[config.mk]
export PLATFORM = sky130hd
export DESIGN_NAME = uart_tx_feeder
export DESIGN_NICKNAME = d
export VERILOG_FILES = /design/src/rtl/uart_tx_feeder.sv
export SDC_FILE = /design/constraint.sdc
export NUM_CORES = 1
export LEC_CHECK = 0
export CAP_MARGIN = 10
export CELL_PAD_IN_SITES_DETAIL_PLACEMENT = 1
export CELL_PAD_IN_SITES_GLOBAL_PLACEMENT = 1
export CORE_UTILIZATION = 40
export DETAILED_ROUTE_END_ITERATION = 8
export PLACE_DENSITY_LB_ADDON = 0.1
export SETUP_SLACK_MARGIN = 0.5
export SYNTH_ARGS = -nofsm -noshare
export SYNTH_HDL_FRONTEND = slang
export SYNTH_SLANG_ARGS = --single-unit
[constraint.sdc]
create_clock -name clock -period 7.05 [get_ports clock]
set_input_delay 1.41 -clock clock [delete_from_list [all_inputs] [get_ports clock]]
set_output_delay 1.41 -clock clock [all_outputs]
set_load 0.01 [all_outputs]
[src/rtl/uart_tx_feeder.sv]
// uart_tx_feeder: byte FIFO plus request sequencer that feeds a UART
// transmitter. Bytes go out back-to-back, in write order, with the
// start/active handshake handled here. Single clock (the bit clock),
// synchronous active-low reset.
module uart_tx_feeder #(
  parameter int unsigned DEPTH      = 16,
  parameter int unsigned ADDR_WIDTH = 4
) (
  input  logic                  clock,
  input  logic                  reset,
  input  logic [7:0]            wrData,
  input  logic                  wrEnable,
  output logic                  full,
  output logic                  empty,
  output logic [ADDR_WIDTH:0]   count,
  output logic                  overflow,
  output logic [7:0]            txData,
  output logic                  txRequest,
  input  logic                  txStarted,
  input  logic                  txActive
);

  localparam logic [ADDR_WIDTH:0] FULL_COUNT = (ADDR_WIDTH + 1)'(DEPTH);

  typedef enum logic [1:0] {
    IDLE,
    REQUEST,
    BUSY
  } state_t;

  state_t                state;
  logic [7:0]            mem [DEPTH];
  logic [ADDR_WIDTH-1:0] wrPtr;
  logic [ADDR_WIDTH-1:0] rdPtr;
  logic                  push;
  logic                  pop;

  // Status flags come straight from the registered count.
  assign full  = (count == FULL_COUNT);
  assign empty = (count == '0);

  // Pop when the transmitter acknowledges the pending request. A write
  // while full still lands if a pop frees the slot in the same cycle.
  always_comb begin
    pop  = (state == REQUEST) && txStarted;
    push = wrEnable && (!full || pop);
  end

  // Storage array; stale contents after reset are unreachable because
  // the pointers and count restart at zero.
  always_ff @(posedge clock) begin
    if (reset && push) begin
      mem[wrPtr] <= wrData;
    end
  end

  // Pointers, occupancy and the sticky overflow flag.
  always_ff @(posedge clock) begin
    if (!reset) begin
      wrPtr    <= '0;
      rdPtr    <= '0;
      count    <= '0;
      overflow <= 1'b0;
    end else begin
      if (push) begin
        wrPtr <= wrPtr + 1'b1;
      end
      if (pop) begin
        rdPtr <= rdPtr + 1'b1;
      end
      if (push && !pop) begin
        count <= count + 1'b1;
      end else if (!push && pop) begin
        count <= count - 1'b1;
      end
      if (wrEnable && !push) begin
        overflow <= 1'b1;
      end
    end
  end

  // Request sequencer. txData is latched only on IDLE->REQUEST, so it is
  // stable for the whole time txRequest is high; the head entry is popped
  // only after the transmitter has signalled that it latched it.
  always_ff @(posedge clock) begin
    if (!reset) begin
      state     <= IDLE;
      txData    <= '0;
      txRequest <= 1'b0;
    end else begin
      case (state)
        IDLE: begin
          if (!empty && !txActive) begin
            txData    <= mem[rdPtr];
            txRequest <= 1'b1;
            state     <= REQUEST;
          end
        end
        REQUEST: begin
          if (txStarted) begin
            txRequest <= 1'b0;
            state     <= BUSY;
          end
        end
        BUSY: begin
          if (!txActive) begin
            state <= IDLE;
          end
        end
        default: begin
          txRequest <= 1'b0;
          state     <= IDLE;
        end
      endcase
    end
  end

endmodule

==> results by group, run 1 <==
Place
  • Final GP Congestion: 0.749
  • DP Wirelength: 7950 µm
  • Port Buffers: 29

Timing
  • Slew headroom: 30.5%
  • Worst hold slack: 0.498 ns
  • Worst Max-Slew Pin Slew: 1.04 ns
  • Clock Skew: 0.00945 ns
  • Fmax: 267 MHz
  • Final setup viols: 0
  • Fin crit period: 3.74 ns
  • Hold Fails Final Rpt: 0
  • Tcrit/Tclk final: 53.1%
  • Unrepaired setup endpoints after global routing: false
  • Max Slew Vio Count: 0
  • Setup TNS: 0 ns

Worst setup path
  • CP Data Required Time: 7.40 ns
  • R2r setup slk: 4.39 ns
  • Reg-to-Reg End: count[4]
  • CP endpoint kind: flip-flop
  • CP Class: primary input to flip-flop
  • Cell depth of the worst flop-to-flop path: 11
  • CP Launch Point: txStarted
  • Crit path DAT: 4.09 ns
  • CP Max Fanout: 9
  • Critical Path Sink: count[4]
  • CP Launch Type: primary input
  • Reg-to-Reg Start: state[0]

Clock tree
  • CTS Hold Bufs: 0
  • CTS tree: built
  • Cts bufs inserted: 17
  • Post-CTS Resized: 0
  • Clock Latency Late Sink: 0.42 ns
  • Clock Sinks: 153
  • Post-CTS Setup Bufs: 0
  • H-tree depth: 4
  • Clock Tree Buf Depth: 2
  • Clk slew on worst S/H paths: 0.06 ns
  • Root buf cell: clkbuf_16

Drt
  • Via density: 5.35
  • WL per Instance: 21.5 µm
  • DRC errors left: 0
  • Detailed Route Iter0 Violations: 195
  • DR pass1 iterations: 4
  • Via Count: 3118
  • Post-route ant nets: 0
  • Final WL: 12500 µm

Synth
  • Area leader, netlist: edfxtp_1
  • Syn nets: 369
  • Top cells by area, synth: edfxtp_1 62%, mux4_2 8.7%, dfxtp_1 8.1%, mux4_1 3.4%, ha_1 2.0%
  • Sequential share of the synthesized area: 70.3%
  • Post-synth top flop: edfxtp_1
  • Synth top area share: 62.2%
  • Post-synthesis cell count: 345
  • Avg Inst Size Synth: 17.9 µm²
  • Yosys Warn Count: 0
  • EDFF count, synth: 128
  • Synth async-reset ratio: 0%
  • Netlist cell types: 41
  • Synth Cell Area: 6180 µm²
  • Yosys reg bits: 153

Finish
  • Most frequent cells in the layout: 128 x edfxtp_1, 29 x clkdlybuf4s50_1, 24 x mux4_2, 24 x dfxtp_1, 21 x nor2_1
  • Fin nets: 406
  • Most common cell after layout, fill and taps aside: edfxtp_1
  • Post-Route Utilization: 47.5%
  • # diodes: 0
  • Area Overhead vs Synth: 16.3%
  • Fraction of layout cells with a size suffix above 1: 16.2%

Floorplan
  • Cell Rows: 45
  • Die W: 126 µm
  • Die H: 126 µm
  • Die ar.: 16000 µm²
  • IO Count: 30
  • Core area: 15100 µm²
  • Initial Util: 40.8%

GRT
  • Met2 Usage GRT: 27.9%
  • Largest net degree at the start of global routing: 33
  • Met1 usage: 21.8%
  • GR met3 Demand/Resource: 3.54%
  • Global route overflow: 0
  • Number of global-route vias before repair: 3330
  • Global routing's busiest layer: met2
  • Initial antenna violation count: 0
  • Global-route wire length before repair: 19400 µm
  • GR Util All Layers: 17.0%

Status
  • Status: completed

Power and ir drop
  • Peak VDD IR: 0.178 mV
  • Leak Pwr: 2.30 nW
  • Power, Total: 2.29 mW
  • PD cells: 318 nW/µm²

Hold path
  • Worst Hold Class: flip-flop to flip-flop

Job
  • Number of max-cap violations: 0
## critical path: stages
cell and delay [ns]:
clkdlybuf4s50_1 0.49, nand2_1 0.06, nor2_1 0.22, inv_2 0.14
a31oi_4 0.30, ha_1 0.27, inv_1 0.11, ha_1 0.31
a21o_1 0.18, a21oi_1 0.18, mux2i_1 0.24, mux2i_1 0.19
## registers in the layout (all words and copies together), names as in the netlist
signal and count:
count 5, overflow 1, state 2, txRequest 1, wrPtr 4, rdPtr 4, txData 8, mem 128
## kinds of logic (layout without fill, tap and decap cells)
kind of cell / count (synthesis) / after routing / share of synthesized area (%)
AO/OA/AOI/OAI: 32 / 32 / 3.48
buffers and inverters: 23 / 73 / 1.98
AND/OR/NAND/NOR: 69 / 69 / 5.77
XOR/XNOR: 8 / 8 / 1.13
multiplexers: 49 / 49 / 15.0
adder cells (fa/ha/maj): 11 / 11 / 2.35
flip-flops: 153 / 153 / 70.3
## per-stage QoR
step	cell area [µm²]	worst slack [ns]	std cells
floorplan	6180	3.61	345
global route	7190	3.05	583
CTS	7190	3.26	583
global placement	6640	2.93	551
detailed placement	6640	2.82	551
finish	7190	3.31	583
## power by group
group	internal (mW)	switching [mW]
Clock	0.511	0.327
Combinational	0.187	0.190
Sequential	1.03	0.0431
## worst min path at each step
stage,startpoint,end,cells after the start
finish,txData[4],txData[4],2
global route,txData[4],txData[4],2
CTS,txData[4],txData[4],2
detailed placement,overflow,overflow,2
global placement,txData[3],txData[3],2
floorplan,wrPtr[2],wrPtr[2],2
## layout make-up
cell class	count	area [µm²]
Fill cell	1437	7960
Sequential cell	153	4350
Tap cell	188	235
Timing Repair Buffer	32	313
Clock buffer	30	537
Multi-Input combinational cell	169	1720
Inverter	9	33.8
Clock inverter	2	10.0
## routing by layer
layer  vias up  share of wire, %
li1       1424                 -
met1      1602                45
met2        67                50
met3        25               2.9
met4         0               2.1
met5         -                 0
## Yosys cell counts (2+ instances only)
library cell / number
mux4_1: 8
buf_2: 7
nand3_1: 4
a22oi_1: 8
mux2i_1: 10
mux4_2: 24
nor2b_1: 3
dfxtp_1: 25
mux2_2: 7
edfxtp_1: 128
nor2_1: 21
inv_1: 8
nand2_1: 16
ha_1: 10
a21oi_1: 4
o21ai_1: 8
nand2b_1: 5
nand3b_1: 2
nand4_1: 2
xnor2_1: 7
clkbuf_1: 4
and2_1: 10
o21ai_0: 5
a21boi_0: 2
(Power assumes the default switching activity.)
==> run 2: changes to the inputs <==
Clock period 7.05 ns to 3.56 ns, I/O delays scaled along.
==> run 2 against run 1 <==
  * Clock-buffer cell count down 13
  * Critical path depth unchanged
  * Global-route usage up 0.76 points
  * Power grew 100%
  * Clock skew is 0.0016 ns lower
  * Wire length rose by 3.7%
  * Die area unchanged
  * Combinational power rose by 100%
  * Flip-flop and latch count unchanged
  * Critical path type unchanged
==> results by group, run 2 (synthesized netlist as in run 1, its figures left out) <==
Status
  • Status: completed (unchanged)

Timing
  • Unrepaired setup endpoints after global routing: false (unchanged)
  • Clock Skew: 0.00788 ns (was 0.00945 ns)
  • Slew headroom: 41.9% (was 30.5%)
  • Worst Max-Slew Pin Slew: 0.872 ns (was 1.04 ns)
  • Tcrit/Tclk final: 80.0%
  • Fmax: 351 MHz
  • Hold Fails Final Rpt: 0 (unchanged)
  • Fin crit period: 2.85 ns
  • Worst hold slack: 0.504 ns (was 0.498 ns)
  • Final setup viols: 0 (unchanged)
  • Max Slew Vio Count: 0 (unchanged)
  • Setup TNS: 0 ns (unchanged)

Power and ir drop
  • Leak Pwr: 2.41 nW (was 2.30 nW)
  • Reg power frac: 46.7% (was 46.9%)
  • Clock power share: 36.9% (was 36.6%)
  • Peak VDD IR: 0.400 mV (was 0.178 mV)
  • Sw Share: 26.0% (was 24.5%)
  • Combinational share of power: 16.5% (about the same)
  • Power, Total: 4.58 mW (was 2.29 mW)
  • NetSw: 1.19 mW (was 0.560 mW)
  • PD cells: 621 nW/µm² (was 318 nW/µm²)
  • Int Pwr: 3.38 mW (was 1.73 mW)

Worst setup path
  • Crit-path max cell delay: 0.49 ns (about the same)
  • CP Launch Type: primary input (unchanged)
  • Sum of buffers and inverters on the critical path: 3 (unchanged)
  • CP Data Required Time: 3.91 ns (was 7.40 ns)
  • CP Max Fanout: 6 (was 9)
  • CP Class: primary input to flip-flop (unchanged)
  • CP Launch Point: txStarted (unchanged)
  • Critical-path cell list: clkdlybuf4s50_1 -> nand2_1 -> nor2_2 -> inv_2 -> a31oi_4 -> ha_1 -> inv_1 -> ha_1 -> a21o_1 -> a21oi_1 -> mux2i_1 -> mux2i_1 (was clkdlybuf4s50_1 -> nand2_1 -> nor2_1 -> inv_2 -> a31oi_4 -> ha_1 -> inv_1 -> ha_1 -> a21o_1 -> a21oi_1 -> mux2i_1 -> mux2i_1)
  • Reg-to-Reg Start: count[3] (was state[0])
  • R2r setup slk: 1.02 ns (was 4.39 ns)
  • Reg-to-Reg End: count[4] (unchanged)
  • Crit path DAT: 3.20 ns (was 4.09 ns)
  • Cell depth of the worst flop-to-flop path: 9 (was 11)
  • Top delay family on crit path: buffers and inverters (unchanged)
  • Worst path slowest cell: clkdlybuf4s50_1 (unchanged)
  • CP endpoint kind: flip-flop (unchanged)

Drt
  • Via Count: 3206 (was 3118)
  • WL per Instance: 21.5 µm (about the same)
  • Post-route ant nets: 0 (unchanged)
  • DRC errors left: 0 (unchanged)
  • DR pass1 iterations: 4 (unchanged)
  • Via density: 5.31 (was 5.35)
  • Detailed Route Iter0 Violations: 204 (was 195)
  • Final WL: 13000 µm (was 12500 µm)

Finish
  • Fin nets: 427 (was 406)
  • Fraction of layout cells with a size suffix above 1: 22.6% (was 16.2%)
  • Max reg flops: 128 (unchanged)
  • Most common cell after layout, fill and taps aside: edfxtp_1 (unchanged)
  • Most frequent cells in the layout: 128 x edfxtp_1, 29 x clkdlybuf4s50_1, 24 x mux4_2 (was 128 x edfxtp_1, 29 x clkdlybuf4s50_1, 24 x mux4_2, 24 x dfxtp_1, 21 x nor2_1)
  • Top flop regs: mem x128, txData x8, count x5 (unchanged)
  • # diodes: 0 (unchanged)
  • Most flop-heavy register: mem (unchanged)
  • Design area: 7370 µm² (was 7190 µm²)
  • Area Overhead vs Synth: 19.2% (was 16.3%)

Place
  • Port Buffers: 29 (unchanged)
  • DP Wirelength: 8380 µm (was 7950 µm)
  • Post-Place Cell Area: 6820 µm² (was 6640 µm²)
  • Final GP Congestion: 0.740 (was 0.749)

Clock tree
  • Cts bufs inserted: 17 (unchanged)
  • Clock Latency Late Sink: 0.42 ns (about the same)
  • H-tree depth: 4 (unchanged)
  • Clock Tree Buf Depth: 2 (unchanged)
  • Clk slew on worst S/H paths: 0.06 ns (about the same)
  • Root buf cell: clkbuf_16 (unchanged)
  • Clock Sinks: 153 (unchanged)
  • Post-CTS Setup Bufs: 0 (unchanged)
  • CTS tree: built (unchanged)

GRT
  • Global route overflow: 0 (unchanged)
  • Initial antenna violation count: 0 (unchanged)
  • GR Util All Layers: 17.8% (was 17.0%)
  • Number of global-route vias before repair: 3481 (was 3330)
  • Largest net degree at the start of global routing: 26 (was 33)
  • Global-route wire length before repair: 20100 µm (was 19400 µm)

Floorplan
  • IO Count: 30 (unchanged)
  • Die W: 126 µm (unchanged)
  • Core area: 15100 µm² (unchanged)
  • Cell Rows: 45 (unchanged)
  • Die H: 126 µm (unchanged)
  • Initial Util: 40.8% (unchanged)
  • Die ar.: 16000 µm² (unchanged)

Hold path
  • Hold path cells: 2 (unchanged)
  • Worst hold endpoint: overflow (was txData[4])
  • Hold path startpoint: overflow (was txData[4])
  • Worst Hold Class: flip-flop to flip-flop (unchanged)

Job
  • Number of max-cap violations: 0 (unchanged)
run 2: cell count changes in the layout (fill, tap and decap cells not counted), moves of 3 or more:
cell        previous run  this run
clkbuf_1               9         0
inv_6                  0         3
buf_4                  3        23
clkinvlp_4             0         3
clkinv_4               0         3
run 2: power by group through the flow:
stage	Clock (mW)	Sequential [mW]	Combinational (mW)
floorplan	0	2.17	0.437
detailed placement	0	2.17	0.762
global placement	0	2.17	0.750
global route	1.80	2.15	0.831
finish	1.69	2.13	0.754
CTS	1.73	2.14	0.770
run 2: area by class of cell:
| type | count | area [µm²] |
|---|---|---|
| flip-flops and latches | 153 | 4350 |
| clock inverters | 15 | 128 |
| inverters | 9 | 33.8 |
| multi-input cells | 169 | 1720 |
| clock buffers | 17 | 425 |
| repair buffers | 53 | 483 |
| well taps | 188 | 235 |
| fillers | 1426 | 7770 |
run 2: per-layer routing:
metal,track usage [%],share of wire [%],vias to the layer above
met2,30.5,51,54
met3,4.39,3.3,11
met5,0,0,-
met4,6.38,1.1,0
li1,-,-,1462
met1,22.0,45,1679
run 2: repair_timing:
action	4_1_cts	5_1_grt
endpoints found under the setup margin	0	1
resized for setup	0	1
hold buffers	0	0
run 2: per-stage QoR:
stage / utilization (%) / setup WS [ns] / cells
2_1_floorplan: - / 0.817 / 345
3_3_place_gp: 45.0 / 0.288 / 572
3_5_place_dp: 45.0 / 0.174 / 572
4_1_cts: 48.6 / 0.619 / 604
5_1_grt: 48.7 / 0.528 / 604
6_report: 48.7 / 0.710 / 604
run 2: worst register-to-register path, stage by stage (launching register included):
cell and delay, ns:
dfxtp_1 0.35, nor4_2 0.49, a31oi_4 0.14, ha_1 0.25
inv_1 0.17, ha_1 0.29, a21o_1 0.19, a21oi_1 0.17
mux2i_1 0.23, mux2i_1 0.20
run 2: worst max path at each step:
stage / endpoint / slack, ns / depth (start not counted)
after floorplan: count[4] / 0.82 / 11
after global placement: count[4] / 0.29 / 12
after detailed placement: count[4] / 0.17 / 12
after CTS: count[4] / 0.62 / 12
after global routing: count[4] / 0.53 / 12
final: count[4] / 0.71 / 12
==> patch: new RTL, config.mk and constraints of run 1 <==
Make the reset (`reset`) asynchronous in 2 clocked blocks. Comments in the files are not updated.
--- a/src/rtl/uart_tx_feeder.sv
+++ b/src/rtl/uart_tx_feeder.sv
@@ -55,7 +55,7 @@
   end
 
   // Pointers, occupancy and the sticky overflow flag.
-  always_ff @(posedge clock) begin
+  always_ff @(posedge clock or negedge reset) begin
     if (!reset) begin
       wrPtr    <= '0;
       rdPtr    <= '0;
@@ -82,7 +82,7 @@
   // Request sequencer. txData is latched only on IDLE->REQUEST, so it is
   // stable for the whole time txRequest is high; the head entry is popped
   // only after the transmitter has signalled that it latched it.
-  always_ff @(posedge clock) begin
+  always_ff @(posedge clock or negedge reset) begin
     if (!reset) begin
       state     <= IDLE;
       txData    <= '0;
Behaviour: differs if reset is asserted again (counterexample within 4 cycles, from zero or initial values and one cycle with reset low); with reset held inactive, the same outputs for 10 cycles.
==> patch against run 1 <==
  * Sequential share of layout area grew 1.6 points
  * Register-to-register slack got worse by 0.26 ns
  * Final cell count decreased by 3.9%
  * Critical path type unchanged
  * Area after synthesis is 0.49% higher
  * Cell area is 0.21% higher
  * Non-clock buffer count is 1 lower
  * Wire length grew 5.1%
  * Setup slack got worse by 0.094 ns
  * Sequential cell count did not move
  * First-iteration DRC count decreased by 12%
Power is not compared: it rests on default switching activity, and its combinational part moved more than twofold at a synthesized area within 25%.
==> patch: results (changes against run 1) <==
metric,value,unit,change
Clock-cell share,0.07501,,was 0.07604
met2 Usage GRT,0.2957,,was 0.2792
hpwl dp,8256,microns,was 7949 microns
FF-to-FF path depth,10,,was 11
fraction of area in registers,0.6206,,was 0.6043
"worst slack, placed",2.769,ns,was 2.822 ns
vias in the first global route,3324,,was 3330
sequential share of the synthesized area,0.7193,,was 0.7025
#MultiIn Comb,149,,was 169
share of layout cells above drive strength 1,0.1559,,was 0.1620
Placed Instances,530,,was 551
"CP delay by family, top",compound AO/OA/AOI/OAI gates,,was buffers and inverters
gpl congestion,0.6949,,was 0.7486
nets@finish,385,,was 406
Reg2Reg Launch Point,count[1],,was state[0]
Least-Margin Pin Slew,1.060,ns,was 1.040 ns
initial DRC count,172,,was 195
GR Util All Layers,0.1806,,was 0.1705
Tcrit/Tclk final,0.5441,,was 0.5307
min-delay src,overflow,,was txData[4]
area delta synth->final,15.97,%,was 16.29%
first-pass GRT wire length,20120,microns,was 19420 microns
vias per cell,5.470,,was 5.348
Final Skew,0.01296,ns,was 0.009451 ns
pin count of the biggest net entering global routing,34,,was 33
signal buffers share of area,0.04237,,was 0.04350
Finished Layout Cells,560,,was 583
M3 GR Usage,0.04513,,was 0.03543
Synth Instances,324,,was 345
top post-synthesis cells by area,"edfxtp_1, dfrtp_1, mux4_1",,"was edfxtp_1, mux4_2, dfxtp_1"
layout clock buffer count,19,,was 30
Buffers excl. clock,31,,was 32
seq_cells,153,,unchanged
distinct cell type count after synthesis,39,,was 41
asr flop ratio synth,0.1634,,was 0
Sw Ratio,0.2968,,
Hold Path End,overflow,,was txData[4]
synth cell count leaders,"edfxtp_1, dfrtp_1, mux4_1",,"was edfxtp_1, dfxtp_1, mux4_2"
GR Layer Usage met1,0.2332,,was 0.2181
Syn Nets,348,,was 369
worst reg-to-reg setup slack,4.13,ns,was 4.39 ns
crit path DAT,4.19,ns,was 4.09 ns
drt wl/cell,23.48,microns,was 21.45 microns
Filler Cell Count,1412,,was 1437
crit path to,count[4],,unchanged
hold path depth,1,,was 2
final hold slack,0.4759,ns,was 0.4977 ns
outcome,finished clean,,unchanged
-- patch: cell count changes after synthesis, moves of 7 or more --
cell	run 1	this run
o22ai_1	0	17
and2_1	10	2
o21ai_1	8	0
mux4_1	8	21
dfrtp_1	0	25
buf_2	7	0
mux4_2	24	11
dfxtp_1	25	0
a21oi_1	4	11
mux2i_1	10	1
a22oi_1	8	0
-- patch: kinds of logic after synthesis --
family | Yosys count | synth area share
flip-flops | 153 | 0.7193
AND/OR/NAND/NOR | 50 | 0.03907
buffers and inverters | 22 | 0.02014
multiplexers | 41 | 0.1448
adder cells (fa/ha/maj) | 11 | 0.02336
AO/OA/AOI/OAI | 37 | 0.03927
XOR/XNOR | 10 | 0.01410
-- patch: metal layers --
| metal | part of all wire | up-vias |
|---|---|---|
| li1 | - | 1374 |
| met1 | 0.46 | 1620 |
| met2 | 0.50 | 57 |
| met3 | 0.031 | 12 |
| met4 | 0.012 | 0 |
| met5 | 0 | - |
